$ cat config.mk
export PLATFORM = sky130hd
export DESIGN_NAME = mult_ctrl
export DESIGN_NICKNAME = d
export VERILOG_FILES = /design/src/rtl/mult_ctrl.sv
export SDC_FILE = /design/constraint.sdc
export NUM_CORES = 1
export LEC_CHECK = 0
export BUFFER_PORTS_ARGS = -buffer_cell sky130_fd_sc_hd__buf_2
export CORE_AREA = 2 2 39 41
export DETAILED_ROUTE_END_ITERATION = 7
export DIE_AREA = 0 0 41 43
export PLACE_DENSITY_LB_ADDON = 0.3
export SLEW_MARGIN = 20
export SYNTH_ARGS = -nofsm -noshare
export SYNTH_HDL_FRONTEND = slang
export SYNTH_SLANG_ARGS = --single-unit
$ cat constraint.sdc
create_clock -name Clk -period 1.4 [get_ports Clk]
set_input_delay 0.14 -clock Clk [delete_from_list [all_inputs] [get_ports Clk]]
set_output_delay 0.14 -clock Clk [all_outputs]
set_load 0.02 [all_outputs]
$ cat src/rtl/mult_ctrl.sv
// Sequencer for the 8-bit add/shift multiplier: one clear phase, then NUM_BITS add/shift iterations.
// Optional macro MULT_CTRL_SKIP_ADD_EN skips ADD cycles whose multiplier bit is zero.
module mult_ctrl #(
  parameter  int NUM_BITS = 8,
  localparam int CW       = $clog2(NUM_BITS)
) (
  input  logic          Clk,
  input  logic          Reset,
  input  logic          Run,
  input  logic          ClearA_LoadB,
  input  logic          M,
  output logic          Clr_Ld,
  output logic          ClearA,
  output logic          Add,
  output logic          Sub,
  output logic          Shift,
  output logic          Busy,
  output logic          Done,
  output logic [CW-1:0] Step
);

  typedef enum logic [2:0] {
    S_IDLE  = 3'd0,
    S_CLR   = 3'd1,
    S_ADD   = 3'd2,
    S_SHIFT = 3'd3,
    S_DONE  = 3'd4
  } state_t;

  localparam logic [CW-1:0] LAST_STEP = CW'(NUM_BITS - 1);

  state_t        state_q;
  logic [CW-1:0] step_q;
  logic          run_q;
  logic          start;
  logic          last;
  logic          active;

  assign start  = Run & ~run_q;
  assign last   = (step_q == LAST_STEP);
  assign active = ~Reset;

  // run_q resets high so a Run held through reset is not mistaken for a start
  always_ff @(posedge Clk) begin
    if (Reset) begin
      state_q <= S_IDLE;
      step_q  <= '0;
      run_q   <= 1'b1;
    end else begin
      run_q <= Run;
      unique case (state_q)
        S_IDLE: begin
          if (start) state_q <= S_CLR;
        end
        S_CLR: begin
          step_q <= '0;
`ifdef MULT_CTRL_SKIP_ADD_EN
          state_q <= M ? S_ADD : S_SHIFT;
`else
          state_q <= S_ADD;
`endif
        end
        S_ADD: begin
          state_q <= S_SHIFT;
        end
        S_SHIFT: begin
          // exit on the last iteration before any increment, so Step never wraps
          if (last) begin
            state_q <= S_DONE;
          end else begin
            step_q <= step_q + CW'(1);
`ifdef MULT_CTRL_SKIP_ADD_EN
            state_q <= M ? S_ADD : S_SHIFT;
`else
            state_q <= S_ADD;
`endif
          end
        end
        S_DONE: begin
          if (!Run) state_q <= S_IDLE;
        end
        default: state_q <= S_IDLE;
      endcase
    end
  end

  // Strobes decode straight from state; Reset forces them low in the same cycle
  assign ClearA = active & (state_q == S_CLR);
  assign Add    = active & (state_q == S_ADD) & M & ~last;
  assign Sub    = active & (state_q == S_ADD) & M & last;
  assign Shift  = active & (state_q == S_SHIFT);
  assign Busy   = active & ((state_q == S_CLR) | (state_q == S_ADD) | (state_q == S_SHIFT));
  assign Done   = active & (state_q == S_DONE);
  assign Clr_Ld = active & ClearA_LoadB & ((state_q == S_IDLE) | (state_q == S_DONE));
  assign Step   = step_q;

endmodule

==> results.cfg <==
[synthesis]
ys.flop_type = dfxtp_1
synth_edf_count = 0
ys_warn_count = 0
ys_types = 22
synth_seq_cells = 7
syn-num-nets = 54
async_flop_share_pct = 0
synth_area_per_cell_um2 = 8.36
syn_area_um2 = 393
ys_seq_area_share_pct = 35.7
syn_inst = 47

[clock_network]
clock-root-buffer = clkbuf_4
htree_levels = 1
clock-sinks = 7
numCtsBuffers = 3
clock_latency_ps = 250
cts_tree = built
clk_pin_slew_ps = 50
cts_hold_buffers = 0
cts_buffer_depth = 2

[floorplanning]
floorplan.initialDensity_pct = 28.4
core_area_um2 = 1380
io_pins = 15
rows = 14
die_x_um = 41
die_area_um2 = 1760
die_y_um = 43

[route]
top_layer = met3
num_vias = 404
wire_per_inst_um = 10.9
wl_met1_um = 375
ant_nets = 0
met2_length_um = 461
wirelength_um = 905
firstDrtPassIters = 2
drtIter0Drc = 5
via_per_inst = 4.87
drc = 0
met3WireLength_um = 68

[power_and_ir_drop]
power_mw = 0.460
peakVddDrop_mv = 0.488
p_leak_nw = 0.252
power_density_nw_per_um2 = 711

[sta]
fmax_ghz = 0.642
finalCritPeriodShare_pct = 111
setup_viol = 2
slew-limit-headroom_pct = 82.5
fin_crit_ps = 1560
worstMarginPinSlew_ps = 263
final.setup.worst_slack_ps = -158
rsz0062_at_grt = yes
fin_worst_skew_ps = 0.444
hold_violations = 0
slew_violations = 0

[layout]
multiInputGateArea_um2 = 314
fin_util_pct = 46.7
diodes = 0
final_net_count = 75
layout-drive-gt1-share_pct = 58.2
layout_common_cells = buf_2 (9), buf_4 (9), nand2_1 (4), and2_1 (4)
area_delta_synth_final_pct = 64.6
seq_area_um2 = 148
final_cell_area_um2 = 647
n_fill_cell = 131
layout.cells.non_filler = 83

[place]
placed_cells = 77
io_buffers = 14
place_area_um2 = 538
dp_hpwl_um = 640
gp_congestion = 0.629

[flow_run]
maxCapViolCount = 0

[setup_path]
slowest_stage = dfxtp_4
required_ps = 1260
crit_chain = ha_4, ha_4, buf_6, nor4_4, buf_4
crit_type = flop to output pin
start_kind = flop
critPathMaxStageDelay_ps = 360
path_max_fanout = 5
cp_top_family = flip-flops
crit_top_cell = ha_4
path_buf_inv = 2
worstPathArrival_ps = 1420
cp-end-kind = output pin

[global_route]
grtUsageTotal_pct = 12.1
grt_pass1_vias = 318
gr-total-overflow = 0
grt_pass1_wl_um = 1380
grt_max_degree = 12
antenna_found_initial = 0

[run_status]
violations = negative setup slack
status = finished, violations left

[hold_path]
hold_class = primary input to flop
## Yosys cell counts (2+ instances only)
cell	count	area, um2
a21oi_1	4	20.0
nand3_1	3	15.0
nor4b_1	2	17.5
nor3_1	3	15.0
dfxtp_1	7	140
nand2_1	4	15.0
or2_2	2	12.5
ha_1	2	25.0
and2_1	4	25.0
clkbuf_1	2	7.51
nor4_1	2	12.5
o21ai_0	2	10.0
## where the power goes
| part | internal, mW | switching (mW) | total (mW) |
|---|---|---|---|
| Sequential | 0.204 | 0.00906 | 0.213 |
| Combinational | 0.0285 | 0.0334 | 0.0619 |
| Clock | 0.109 | 0.0764 | 0.185 |
| Total | 0.341 | 0.119 | 0.460 |
## worst reg2reg max path: cells and delay by family (launching register included)
family,cells,cell delay [ps]
fa+ha+maj,2,320
compound gates,1,160
flops,1,360
simple gates,1,460
## stage by stage
stage / setup slack, ps / hold WS, ps / TNS (ps)
4_1_cts: -177 / 95.1 / -276
6_report: -158 / 103 / -256
3_3_place_gp: 57.9 / 360 / 0
2_1_floorplan: 23.1 / 244 / 0
3_5_place_dp: 34.1 / 359 / 0
5_1_grt: -219 / 102 / -443
## registers in the layout, indices dropped and copies added, names as in the netlist
name	count
Step	3
run_q	1
state_q	3
## cells by family (layout without fill, tap and decap cells)
logic type	count (synthesis)	after routing	share of synthesized area [%]
and+or+nand+nor	26	26	41.7
buffers and inverters	5	25	7.00
DFF	7	7	35.7
adders and majority gates	2	2	6.37
AOI/OAI and AO/OA	7	7	9.24
## cell type report
class | instances | area share [%]
multi-input combinational | 35 | 48.5
sequential | 7 | 22.8
timing repair buffer | 20 | 20.9
clock buffer | 4 | 4.06
tap | 16 | 3.09
inverter | 1 | 0.580
## repair_timing
item | 4_1_cts | 5_1_grt
pin swaps | 1 | 4
resized for setup | 5 | 12
endpoints found under the setup margin | 5 | 8
setup buffers | 2 | 0
## final timing paths
path / startpoint / endpoint / slack [ps] / cells after the start
worst max register to register: Step[0]$_SDFFE_PP0P_ / Step[0]$_SDFFE_PP0P_ / 30 / 4
worst min-delay path: Run / run_q$_SDFF_PP1_ / 100 / 2
worst max-delay path: Step[0]$_SDFFE_PP0P_ / Add / -160 / 5
worst min register to register: Step[0]$_SDFFE_PP0P_ / Step[0]$_SDFFE_PP0P_ / 510 / 2
## per-layer routing
| metal | up-vias | GRT usage (%) |
|---|---|---|
| li1 | 208 | - |
| met1 | 180 | 13.9 |
| met2 | 16 | 17.5 |
| met3 | 0 | 7.85 |
| met4 | 0 | 4.00 |
| met5 | - | 0 |
Power figures use the tool's default switching activity.
